### config.mk
export PLATFORM = sky130hd
export DESIGN_NAME = sweep_cmd_sequencer_flat
export DESIGN_NICKNAME = d
export VERILOG_FILES = /design/src/rtl/sweep_cmd_sequencer_if.sv /design/src/rtl/sweep_cmd_sequencer.sv /design/src/flat_wrapper.sv
export SDC_FILE = /design/constraint.sdc
export NUM_CORES = 1
export LEC_CHECK = 0
export BUFFER_PORTS_ARGS = -buffer_cell sky130_fd_sc_hd__buf_4
export CAP_MARGIN = 20
export CORE_MARGIN = 4
export CORE_UTILIZATION = 60
export DETAILED_ROUTE_END_ITERATION = 7
export GPL_TIMING_DRIVEN = 1
export PLACE_DENSITY = 0.84
export SETUP_SLACK_MARGIN = 0.2
export SYNTH_ARGS = -nofsm -noshare
export SYNTH_HDL_FRONTEND = slang
export SYNTH_SLANG_ARGS = --single-unit
### constraint.sdc
create_clock -name clock -period 5.6 [get_ports clock]
set_input_delay 0.28 -clock clock [delete_from_list [all_inputs] [get_ports clock]]
set_output_delay 0.28 -clock clock [all_outputs]
set_load 0.01 [all_outputs]
### src/rtl/sweep_cmd_sequencer_if.sv
// rtl/sweep_cmd_sequencer_if.sv - command-push and writer-control bundle for the sweep sequencer
interface sweep_cmd_sequencer_if;
  logic       cmd_valid;
  logic       cmd_dir;
  logic       cmd_ready;
  logic       go;
  logic       direction;
  logic       done;
  logic [4:0] regnum;

  modport master (
    input  cmd_valid, cmd_dir, done, regnum,
    output cmd_ready, go, direction
  );

  modport slave (
    output cmd_valid, cmd_dir, done, regnum,
    input  cmd_ready, go, direction
  );
endinterface

### src/rtl/sweep_cmd_sequencer.sv
// rtl/sweep_cmd_sequencer.sv - queued sweep-command issuer and writer-sequence checker
module sweep_cmd_sequencer #(
  parameter int FIFO_DEPTH = 4,
  parameter int CNT_W      = 8
) (
  input  logic                  clock,
  input  logic                  reset,
  sweep_cmd_sequencer_if.master bus,
  output logic                  busy,
  output logic [CNT_W-1:0]      sweep_count,
  output logic                  error,
  output logic [4:0]            err_expected,
  output logic [4:0]            err_actual
);
  localparam int PTR_W = $clog2(FIFO_DEPTH);
  localparam int OCC_W = PTR_W + 1;

  typedef enum logic [2:0] {
    S_IDLE,
    S_GO,
    S_WAIT_START,
    S_RUN,
    S_CHECK
  } state_t;

  state_t                r_state;
  logic [FIFO_DEPTH-1:0] r_fifo;
  logic [PTR_W-1:0]      r_wr_ptr;
  logic [PTR_W-1:0]      r_rd_ptr;
  logic [OCC_W-1:0]      r_occ;
  logic                  r_dir;
  logic                  r_go;
  logic                  r_bad;
  logic                  r_error;
  logic [1:0]            r_step;
  logic [CNT_W-1:0]      r_count;
  logic [4:0]            r_err_exp;
  logic [4:0]            r_err_act;

  logic                  w_full;
  logic                  w_empty;
  logic                  w_push;
  logic                  w_pop;
  logic                  w_head;
  logic                  w_check_en;
  logic                  w_exp_done;
  logic [4:0]            w_exp_reg;
  logic                  w_done_mis;
  logic                  w_reg_mis;
  logic                  w_mis;
  logic [4:0]            w_cap_exp;
  logic [4:0]            w_cap_act;

  assign w_full  = (r_occ == OCC_W'(FIFO_DEPTH));
  assign w_empty = (r_occ == '0);
  assign w_push  = bus.cmd_valid & ~w_full;
  assign w_pop   = ~w_empty & ((r_state == S_IDLE) | (r_state == S_CHECK));
  assign w_head  = r_fifo[r_rd_ptr];

  always_ff @(posedge clock or negedge reset) begin
    if (!reset) begin
      r_fifo   <= '0;
      r_wr_ptr <= '0;
      r_rd_ptr <= '0;
      r_occ    <= '0;
    end else begin
      if (w_push) begin
        r_fifo[r_wr_ptr] <= bus.cmd_dir;
        r_wr_ptr         <= r_wr_ptr + PTR_W'(1);
      end
      if (w_pop) begin
        r_rd_ptr <= r_rd_ptr + PTR_W'(1);
      end
      case ({w_push, w_pop})
        2'b10:   r_occ <= r_occ + OCC_W'(1);
        2'b01:   r_occ <= r_occ - OCC_W'(1);
        default: r_occ <= r_occ;
      endcase
    end
  end

  // Expected writer outputs for the current cycle of the fixed 7-cycle sweep
  always_comb begin
    w_check_en = 1'b0;
    w_exp_done = 1'b0;
    w_exp_reg  = 5'd0;
    case (r_state)
      S_WAIT_START: begin
        w_check_en = 1'b1;
        w_exp_reg  = 5'd8;
      end
      S_RUN: begin
        w_check_en = 1'b1;
        w_exp_reg  = r_dir ? (5'd9 + {3'b000, r_step}) : (5'd7 - {3'b000, r_step});
      end
      S_CHECK: begin
        w_check_en = 1'b1;
        w_exp_done = 1'b1;
      end
      default: begin
        w_check_en = 1'b0;
      end
    endcase
  end

  assign w_done_mis = w_check_en & (bus.done != w_exp_done);
  assign w_reg_mis  = w_check_en & (bus.regnum != w_exp_reg);
  assign w_mis      = w_done_mis | w_reg_mis;
  // A done mismatch takes precedence and is reported with the 31 marker
  assign w_cap_exp  = w_done_mis ? 5'd31 : w_exp_reg;
  assign w_cap_act  = w_done_mis ? {4'b0000, bus.done} : bus.regnum;

  always_ff @(posedge clock or negedge reset) begin
    if (!reset) begin
      r_state   <= S_IDLE;
      r_dir     <= 1'b0;
      r_go      <= 1'b0;
      r_bad     <= 1'b0;
      r_step    <= 2'd0;
      r_count   <= '0;
      r_error   <= 1'b0;
      r_err_exp <= 5'd0;
      r_err_act <= 5'd0;
    end else begin
      r_go <= 1'b0;
      if (w_mis) begin
        r_bad <= 1'b1;
        if (!r_error) begin
          r_error   <= 1'b1;
          r_err_exp <= w_cap_exp;
          r_err_act <= w_cap_act;
        end
      end
      case (r_state)
        S_IDLE: begin
          if (w_pop) begin
            r_dir   <= w_head;
            r_go    <= 1'b1;
            r_state <= S_GO;
          end
        end
        S_GO: begin
          r_bad   <= 1'b0;
          r_state <= S_WAIT_START;
        end
        S_WAIT_START: begin
          r_step  <= 2'd0;
          r_state <= S_RUN;
        end
        S_RUN: begin
          if (r_step == 2'd3) begin
            r_state <= S_CHECK;
          end else begin
            r_step <= r_step + 2'd1;
          end
        end
        S_CHECK: begin
          if (!(r_bad | w_mis)) begin
            r_count <= r_count + CNT_W'(1);
          end
          if (w_pop) begin
            r_dir   <= w_head;
            r_go    <= 1'b1;
            r_state <= S_GO;
          end else begin
            r_state <= S_IDLE;
          end
        end
        default: begin
          r_state <= S_IDLE;
        end
      endcase
    end
  end

  assign bus.cmd_ready = ~w_full;
  assign bus.go        = r_go;
  assign bus.direction = r_dir;
  assign busy          = (r_state != S_IDLE) | ~w_empty;
  assign sweep_count   = r_count;
  assign error         = r_error;
  assign err_expected  = r_err_exp;
  assign err_actual    = r_err_act;
endmodule

### src/flat_wrapper.sv
// flat-port wrapper written by rule: the top's interface ports become plain ports
module sweep_cmd_sequencer_flat 
#(
  parameter int FIFO_DEPTH = 4,
  parameter int CNT_W      = 8
)
  (clock, reset, busy, sweep_count, error, err_expected, err_actual, bus_cmd_valid, bus_cmd_dir, bus_done, bus_regnum, bus_cmd_ready, bus_go, bus_direction);
  sweep_cmd_sequencer_if bus_i ();
  input  logic clock;
  input  logic reset;
  output logic busy;
  output logic [CNT_W-1:0] sweep_count;
  output logic error;
  output logic [4:0] err_expected;
  output logic [4:0] err_actual;
  input wire logic [$bits(bus_i.cmd_valid)-1:0] bus_cmd_valid;
  input wire logic [$bits(bus_i.cmd_dir)-1:0] bus_cmd_dir;
  input wire logic [$bits(bus_i.done)-1:0] bus_done;
  input wire logic [$bits(bus_i.regnum)-1:0] bus_regnum;
  output wire logic [$bits(bus_i.cmd_ready)-1:0] bus_cmd_ready;
  output wire logic [$bits(bus_i.go)-1:0] bus_go;
  output wire logic [$bits(bus_i.direction)-1:0] bus_direction;
  assign bus_i.cmd_valid = bus_cmd_valid;
  assign bus_i.cmd_dir = bus_cmd_dir;
  assign bus_i.done = bus_done;
  assign bus_i.regnum = bus_regnum;
  assign bus_cmd_ready = bus_i.cmd_ready;
  assign bus_go = bus_i.go;
  assign bus_direction = bus_i.direction;
  sweep_cmd_sequencer #(.FIFO_DEPTH(FIFO_DEPTH), .CNT_W(CNT_W)) u_core (.clock(clock), .reset(reset), .bus(bus_i), .busy(busy), .sweep_count(sweep_count), .error(error), .err_expected(err_expected), .err_actual(err_actual));
endmodule
After elaboration in Yosys (flattened, before gate mapping):

Cells that the tools add are included.

* bits in registers: 38
* output and inout bits: 23
* logic and storage cells: 85
* input port bits: 10

* bitwise gates (word level): 12
* eq/ne operators: 13
* mux-type cells: 22
* add/sub/neg operators: 8
* $lt $le $gt $ge: 3
* reduce and logical (&&, ||, !) cells: 14

Operator list (number)
* $mux W5: 3
* $pmux W3 S5: 1
* $pmux W5 S2: 1
* $reduce_and A2 Y1: 5
* $mux W1: 9
* $add A8 B1 Y8 const B: 1
* $add A2 B1 Y2 const B: 3
* $eq A3 B2 Y1 const B: 2
* $eq A3 B3 Y1 const B: 2
* $logic_not A3 Y1: 2
* $lt A2 B3 Y1 const B: 2
* $mux W3: 2
* $pmux W3 S2: 1
* $reduce_bool A2 Y1: 3
* $add A4 B2 Y5 const A: 1
* $ne A5 B5 Y1: 1
* $and A1 B1 Y1: 4
* $bwmux W4: 1
* $eq A2 B2 Y1 const B: 2
* $ne A2 B1 Y1 const B: 2
* $not A1 Y1: 4
* $or A1 B1 Y1: 4
* $pmux W2 S2: 1
* $sub A3 B2 Y4 const A: 1
* other kinds (14): 14

Depth between registers and ports, before layout:

* word-level depth: 9
* mapped depth: 11
* mapped depth without buffers: 10

Worst setup path after synthesis:

Ideal clock, no wire load.

* path type: register to register
* start point: reg u_core.r_state[1]
* end point: reg u_core.r_occ[2]
* arrival: 2.049 ns
* library setup time: 0.079 ns
* setup slack: 3.471 ns
* data required time: 5.521 ns
* clock period less this slack: 2.129 ns
* stages on the path, launching flop included: 9
* path buffers: 1
* cells stage by stage: dfrtp_1 clkbuf_1 nor3_1 ha_1 inv_1 fa_1 xor2_1 nor2_1 xor2_1

* word-level cells in the longest chain between the ends: 5
* elaborated cells on any way between the ends: 8
* classes of those cells: eq/ne: 3; mux: 1; bitwise: 2; reduce/logical: 2

RTL lines
* start, declared: RTL line sweep_cmd_sequencer.sv:26 `state_t r_state;`
* start signal, assigned: RTL line sweep_cmd_sequencer.sv:115 `r_state <= S_IDLE;`
* start signal, assigned: RTL line sweep_cmd_sequencer.sv:139 `r_state <= S_GO;`
* start signal, assigned: RTL line sweep_cmd_sequencer.sv:144 `r_state <= S_WAIT_START;`
* $eq A3 B3 Y1 / $logic_not A3 Y1 (equally long branches): RTL line sweep_cmd_sequencer.sv:57 `assign w_pop = ~w_empty & ((r_state == S_IDLE) | (r_state == S_CHECK));`
* $or A1 B1 Y1 *: RTL line sweep_cmd_sequencer.sv:57
* $and A1 B1 Y1 *: RTL line sweep_cmd_sequencer.sv:57
* net u_core.w_pop: RTL line sweep_cmd_sequencer.sv:43 `logic w_pop;`
* $eq A2 B1 Y1 / $eq A2 B2 Y1 (equally long branches): RTL line sweep_cmd_sequencer.sv:74 `case ({w_push, w_pop})`
* $pmux W3 S2 / $reduce_bool A2 Y1 (equally long branches)
* end signal, assigned: RTL line sweep_cmd_sequencer.sv:75 `2'b10: r_occ <= r_occ + OCC_W'(1);`
* end signal, assigned: RTL line sweep_cmd_sequencer.sv:76 `2'b01: r_occ <= r_occ - OCC_W'(1);`
* end signal, assigned: RTL line sweep_cmd_sequencer.sv:77 `default: r_occ <= r_occ;`
* end, declared: RTL line sweep_cmd_sequencer.sv:30 `logic [OCC_W-1:0] r_occ;`

The timed path passes the listed nets; every way through them passes the cells marked *.
A chain may end at the register's enable or synchronous reset.

Final worst setup path:

* start point: reg u_core.r_state[1]
* end point: reg u_core.r_err_act[0], in the netlist u_core.err_actual[0]

* word-level cells in the longest chain between the ends: 6
* elaborated cells on any way between the ends: 14
* classes of those cells: eq/ne: 5; mux: 4; bitwise: 3; reduce/logical: 2

RTL lines
* $eq A3 B2 Y1 / $eq A3 B3 Y1 (equally long branches): RTL line sweep_cmd_sequencer.sv:87 `case (r_state)`
* $pmux W5 S2 (tied with other cells): RTL line sweep_cmd_sequencer.sv:87
* $ne A5 B5 Y1 (tied with other cells): RTL line sweep_cmd_sequencer.sv:107 `assign w_reg_mis = w_check_en & (bus.regnum != w_exp_reg);`
* $and A1 B1 Y1 (on tied branches): RTL line sweep_cmd_sequencer.sv:107, sweep_cmd_sequencer.sv:106
* $or A1 B1 Y1: RTL line sweep_cmd_sequencer.sv:108 `assign w_mis = w_done_mis | w_reg_mis;`
* $reduce_and A2 Y1 (no source line)
* end signal, assigned: RTL line sweep_cmd_sequencer.sv:131 `r_err_act <= w_cap_act;`
* end, declared: RTL line sweep_cmd_sequencer.sv:38 `logic [4:0] r_err_act;`

Parallel ways exist; a longest one is shown, timed or not.

==> flow_results.xml <==
<?xml version="1.0" encoding="UTF-8"?>
<metrics>
  <group name="floorplanning">
    <metric name="row_count" unit="">20</metric>
    <metric name="die_area" unit="µm²">4310</metric>
    <metric name="die_h" unit="µm">65.6</metric>
    <metric name="boundaryPins" unit="">33</metric>
    <metric name="initial_core_util" unit="%">64.2</metric>
    <metric name="floorplan.die.width" unit="µm">65.6</metric>
    <metric name="core_footprint" unit="µm²">3100</metric>
  </group>
  <group name="final_layout">
    <metric name="antenna-diode-count" unit="">0</metric>
    <metric name="layout_commonest_cell" unit="">sky130_fd_sc_hd__dfrtp_1</metric>
    <metric name="syn2layout_area_growth" unit="%">17.5</metric>
    <metric name="final_cell_mix" unit="">sky130_fd_sc_hd__dfrtp_1 (38), sky130_fd_sc_hd__buf_4 (32), sky130_fd_sc_hd__nand2_1 (15)</metric>
    <metric name="final_net_count" unit="">236</metric>
    <metric name="post_route_cells_drive_above_1_share" unit="%">25.1</metric>
  </group>
  <group name="power_and_ir_drop">
    <metric name="power_per_cell_area" unit="nW/µm²">403</metric>
    <metric name="p_int" unit="W">0.000587</metric>
    <metric name="clock_power_share" unit="%">18.1</metric>
    <metric name="switching_share_of_power" unit="%">37.7</metric>
    <metric name="power.leakage" unit="nW">1.08</metric>
    <metric name="net-switching-power" unit="W">0.000355</metric>
    <metric name="comb_pwr_share" unit="%">38.3</metric>
    <metric name="pwr-share-seq" unit="%">43.6</metric>
    <metric name="max-vdd-ir-drop" unit="V">0.000215</metric>
  </group>
  <group name="logic_synthesis">
    <metric name="post_synth_xor_area_fraction" unit="%">6.60</metric>
    <metric name="synth_compound_area_share" unit="%">13.9</metric>
    <metric name="simple_gate_share_of_the_synthesized_area" unit="%">16.8</metric>
    <metric name="synth.net_count" unit="">202</metric>
    <metric name="synth_warn" unit="">0</metric>
    <metric name="largest_family_of_logic_cells_by_synthesized_area" unit="">simple AND/OR/NAND/NOR gates</metric>
    <metric name="yosys_most_used_dff" unit="">sky130_fd_sc_hd__dfrtp_1</metric>
    <metric name="synthCells" unit="">184</metric>
    <metric name="ys_seq_elements" unit="">38</metric>
    <metric name="proportion_of_synthesized_chip_area_in_sequential_cells" unit="%">47.7</metric>
    <metric name="synthesis.area" unit="µm²">1990</metric>
    <metric name="post_synth_num_cell_types" unit="">47</metric>
    <metric name="asyncSetResetFlopFracSynth" unit="%">100</metric>
    <metric name="synth_adder_area_share" unit="%">5.40</metric>
    <metric name="synth.area.mux_share" unit="%">5.09</metric>
    <metric name="synth_edf_count" unit="">0</metric>
    <metric name="synth_area_per_cell" unit="µm²">10.8</metric>
  </group>
  <group name="worst_hold_path">
    <metric name="hold_class" unit="">input port to flop</metric>
  </group>
  <group name="global_route">
    <metric name="grt_antenna_before_repair" unit="">0</metric>
    <metric name="gr-total-overflow" unit="">0</metric>
    <metric name="grt_start_max_net_pins" unit="">39</metric>
    <metric name="grt_usage" unit="%">20.2</metric>
    <metric name="grt_first_pass_wirelength" unit="µm">6810</metric>
    <metric name="grt_pass1_vias" unit="">1515</metric>
  </group>
  <group name="worst_setup_path">
    <metric name="worst_ep_arrival_time" unit="ns">3.09</metric>
    <metric name="critPathLaunchType" unit="">flop</metric>
    <metric name="critical_path_required" unit="ns">5.83</metric>
    <metric name="critical_path.endpoint_type" unit="">flop</metric>
    <metric name="worstPathMaxFanout" unit="">13</metric>
    <metric name="critical_path.cell_chain" unit="">nor2b_1, nand3_2, a2111oi_4, a41oi_4, mux2_2</metric>
    <metric name="slowest_delay" unit="ns">0.77</metric>
    <metric name="critical_path.slowest_cell" unit="">sky130_fd_sc_hd__a2111oi_4</metric>
    <metric name="timing_worst_setup_path_type" unit="">flop to flop</metric>
  </group>
  <group name="drt">
    <metric name="drc" unit="">0</metric>
    <metric name="number_of_drc_violations_after_detailed_routing_iteration_0" unit="">120</metric>
    <metric name="routed_wl" unit="µm">3870</metric>
    <metric name="first_pass_iters" unit="">4</metric>
    <metric name="wl_per_cell" unit="µm">14.7</metric>
    <metric name="antenna_violating_nets_post_route" unit="">0</metric>
    <metric name="vias" unit="">1487</metric>
    <metric name="avgViaCountPerCell" unit="">5.65</metric>
  </group>
  <group name="timing">
    <metric name="clock.fmax" unit="GHz">0.349</metric>
    <metric name="timing.final.ws_setup" unit="ns">2.74</metric>
    <metric name="timing.final.crit_share" unit="%">51.1</metric>
    <metric name="final-setup-viol-count" unit="">0</metric>
    <metric name="tightest_slew" unit="ns">0.753</metric>
    <metric name="fin_skew" unit="ns">0.00597</metric>
    <metric name="worst_slew_margin_rel" unit="%">49.8</metric>
    <metric name="finalHoldViolations" unit="">0</metric>
    <metric name="finalSetupTns" unit="ns">0</metric>
    <metric name="report.final.slew_viol_count" unit="">0</metric>
    <metric name="rsz0062_at_grt" unit="">no</metric>
    <metric name="finalCriticalPeriod" unit="ns">2.86</metric>
  </group>
  <group name="clocking">
    <metric name="clock_sink_count" unit="">38</metric>
    <metric name="cts-buffers-inserted" unit="">5</metric>
    <metric name="cts_buffer_depth" unit="">2</metric>
    <metric name="tritoncts" unit="">done</metric>
    <metric name="post_cts_buffers" unit="">0</metric>
    <metric name="clock_latency" unit="ns">0.33</metric>
    <metric name="ctsHoldBuffers" unit="">1</metric>
    <metric name="cts-resized-gates" unit="">0</metric>
    <metric name="cts_root_buffer" unit="">sky130_fd_sc_hd__clkbuf_4</metric>
    <metric name="cts-htree-levels" unit="">2</metric>
    <metric name="path_clk_slew" unit="ns">0.11</metric>
  </group>
  <group name="flow_run">
    <metric name="cap_viol_max_count" unit="">0</metric>
  </group>
  <group name="placement">
    <metric name="detailedPlacementHpwl" unit="µm">2910</metric>
    <metric name="place_congestion" unit="">0.920</metric>
    <metric name="dpl_worst_slack" unit="ns">2.77</metric>
    <metric name="place.port_buffers" unit="">32</metric>
  </group>
  <group name="outcome">
    <metric name="run_status" unit="">complete, no violations</metric>
  </group>
</metrics>
==> synth_stat cells (2+ instances only) <==
library cell	count	area [µm²]
sky130_fd_sc_hd__nor3b_1	2	15.0
sky130_fd_sc_hd__mux2_2	6	67.6
sky130_fd_sc_hd__nand3b_1	2	15.0
sky130_fd_sc_hd__xnor2_1	11	96.3
sky130_fd_sc_hd__inv_1	14	52.6
sky130_fd_sc_hd__o21ai_0	5	25.0
sky130_fd_sc_hd__nand3_1	10	50.1
sky130_fd_sc_hd__or3_1	2	12.5
sky130_fd_sc_hd__a2bb2oi_1	2	17.5
sky130_fd_sc_hd__nor3_1	4	20.0
sky130_fd_sc_hd__nor2b_1	4	25.0
sky130_fd_sc_hd__xor2_1	4	35.0
sky130_fd_sc_hd__clkbuf_1	2	7.51
sky130_fd_sc_hd__a21oi_1	3	15.0
sky130_fd_sc_hd__nand2_1	15	56.3
sky130_fd_sc_hd__o32a_1	2	20.0
sky130_fd_sc_hd__dfrtp_1	38	951
sky130_fd_sc_hd__nor2_1	10	37.5
sky130_fd_sc_hd__o2bb2ai_1	4	35.0
sky130_fd_sc_hd__a22o_1	4	35.0
sky130_fd_sc_hd__and3_1	5	31.3
sky130_fd_sc_hd__nand2b_1	3	18.8
sky130_fd_sc_hd__buf_2	2	10.0
sky130_fd_sc_hd__ha_1	7	87.6
==> critical path, delay by kind of cell (launching register included) <==
family           cells  cell delay (ns)
flip-flops           1             0.57
multiplexers         1             0.35
AND/OR/NAND/NOR      2             0.74
AO/OA/AOI/OAI        2             1.09
==> final timing paths <==
check | from | to | slack (ns) | cells past startpoint
worst max-delay path | u_core.r_state[1] | u_core.err_actual[0] | 2.74 | 5
worst min-delay path | bus_regnum[2] | u_core.err_actual[2] | 0.18 | 2
worst max register to register | u_core.r_state[1] | u_core.err_actual[0] | 2.74 | 5
worst min register to register | u_core.sweep_count[7] | u_core.sweep_count[7] | 0.49 | 1
max in group asynchronous | reset | u_core.error | 4.84 | 2
min in group asynchronous | reset | u_core.r_fifo[1] | 0.44 | 2
==> cell type report <==
cell class / count / area [µm²]
Clock buffer: 8 / 78.8
Multi-Input combinational cell: 126 / 952
Inverter: 14 / 52.6
Fill cell: 236 / 763
Timing Repair Buffer: 33 / 250
Sequential cell: 38 / 951
Tap cell: 44 / 55.1
==> power groups by stage <==
| stage | Combinational [W] | Clock [W] | Sequential (W) |
|---|---|---|---|
| 4_1_cts | 0.000362 | 0.000175 | 0.000412 |
| 6_report | 0.000361 | 0.000171 | 0.000411 |
| 3_5_place_dp | 0.000360 | 0 | 0.000417 |
| 2_1_floorplan | 0.000297 | 0 | 0.000391 |
| 5_1_grt | 0.000403 | 0.000191 | 0.000424 |
| 3_3_place_gp | 0.000340 | 0 | 0.000409 |
==> layer usage <==
metal | share of wire (%) | up-vias | global-route usage, %
li1 | - | 707 | -
met1 | 43 | 731 | 26.5
met2 | 51 | 45 | 33.3
met3 | 5.7 | 4 | 5.81
met4 | 0.39 | 0 | 4.40
met5 | 0 | - | 0
==> metrics by stage <==
stage	utilization [%]	hold slack [ns]	cells	cell area, µm²	power [W]
2_1_floorplan	-	-0.0156	184	1990	0.000687
3_3_place_gp	72.5	0.260	254	2250	0.000749
3_5_place_dp	72.5	0.273	254	2250	0.000777
4_1_cts	75.4	0.172	263	2340	0.000949
5_1_grt	75.4	0.170	263	2340	0.00102
6_report	75.4	0.176	263	2340	0.000942
==> sequential cells by signal (all words and copies together), names as in the netlist <==
register / cells
u_core.r_fifo: 4
u_core.err_actual: 5
u_core.bus.go: 1
u_core.r_rd_ptr: 2
u_core.sweep_count: 8
u_core.err_expected: 5
u_core.r_occ: 3
u_core.r_wr_ptr: 2
u_core.r_state: 3
u_core.bus.direction: 1
u_core.error: 1
u_core.r_bad: 1
u_core.r_step: 2
==> cell families after synthesis <==
logic type | after synthesis
flip-flops | 38
multiplexers | 8
AND/OR/NAND/NOR | 64
adder cells (fa/ha/maj) | 8
XOR/XNOR | 15
buffers and inverters | 20
AO/OA/AOI/OAI | 31
Power figures use the tool's default switching activity.
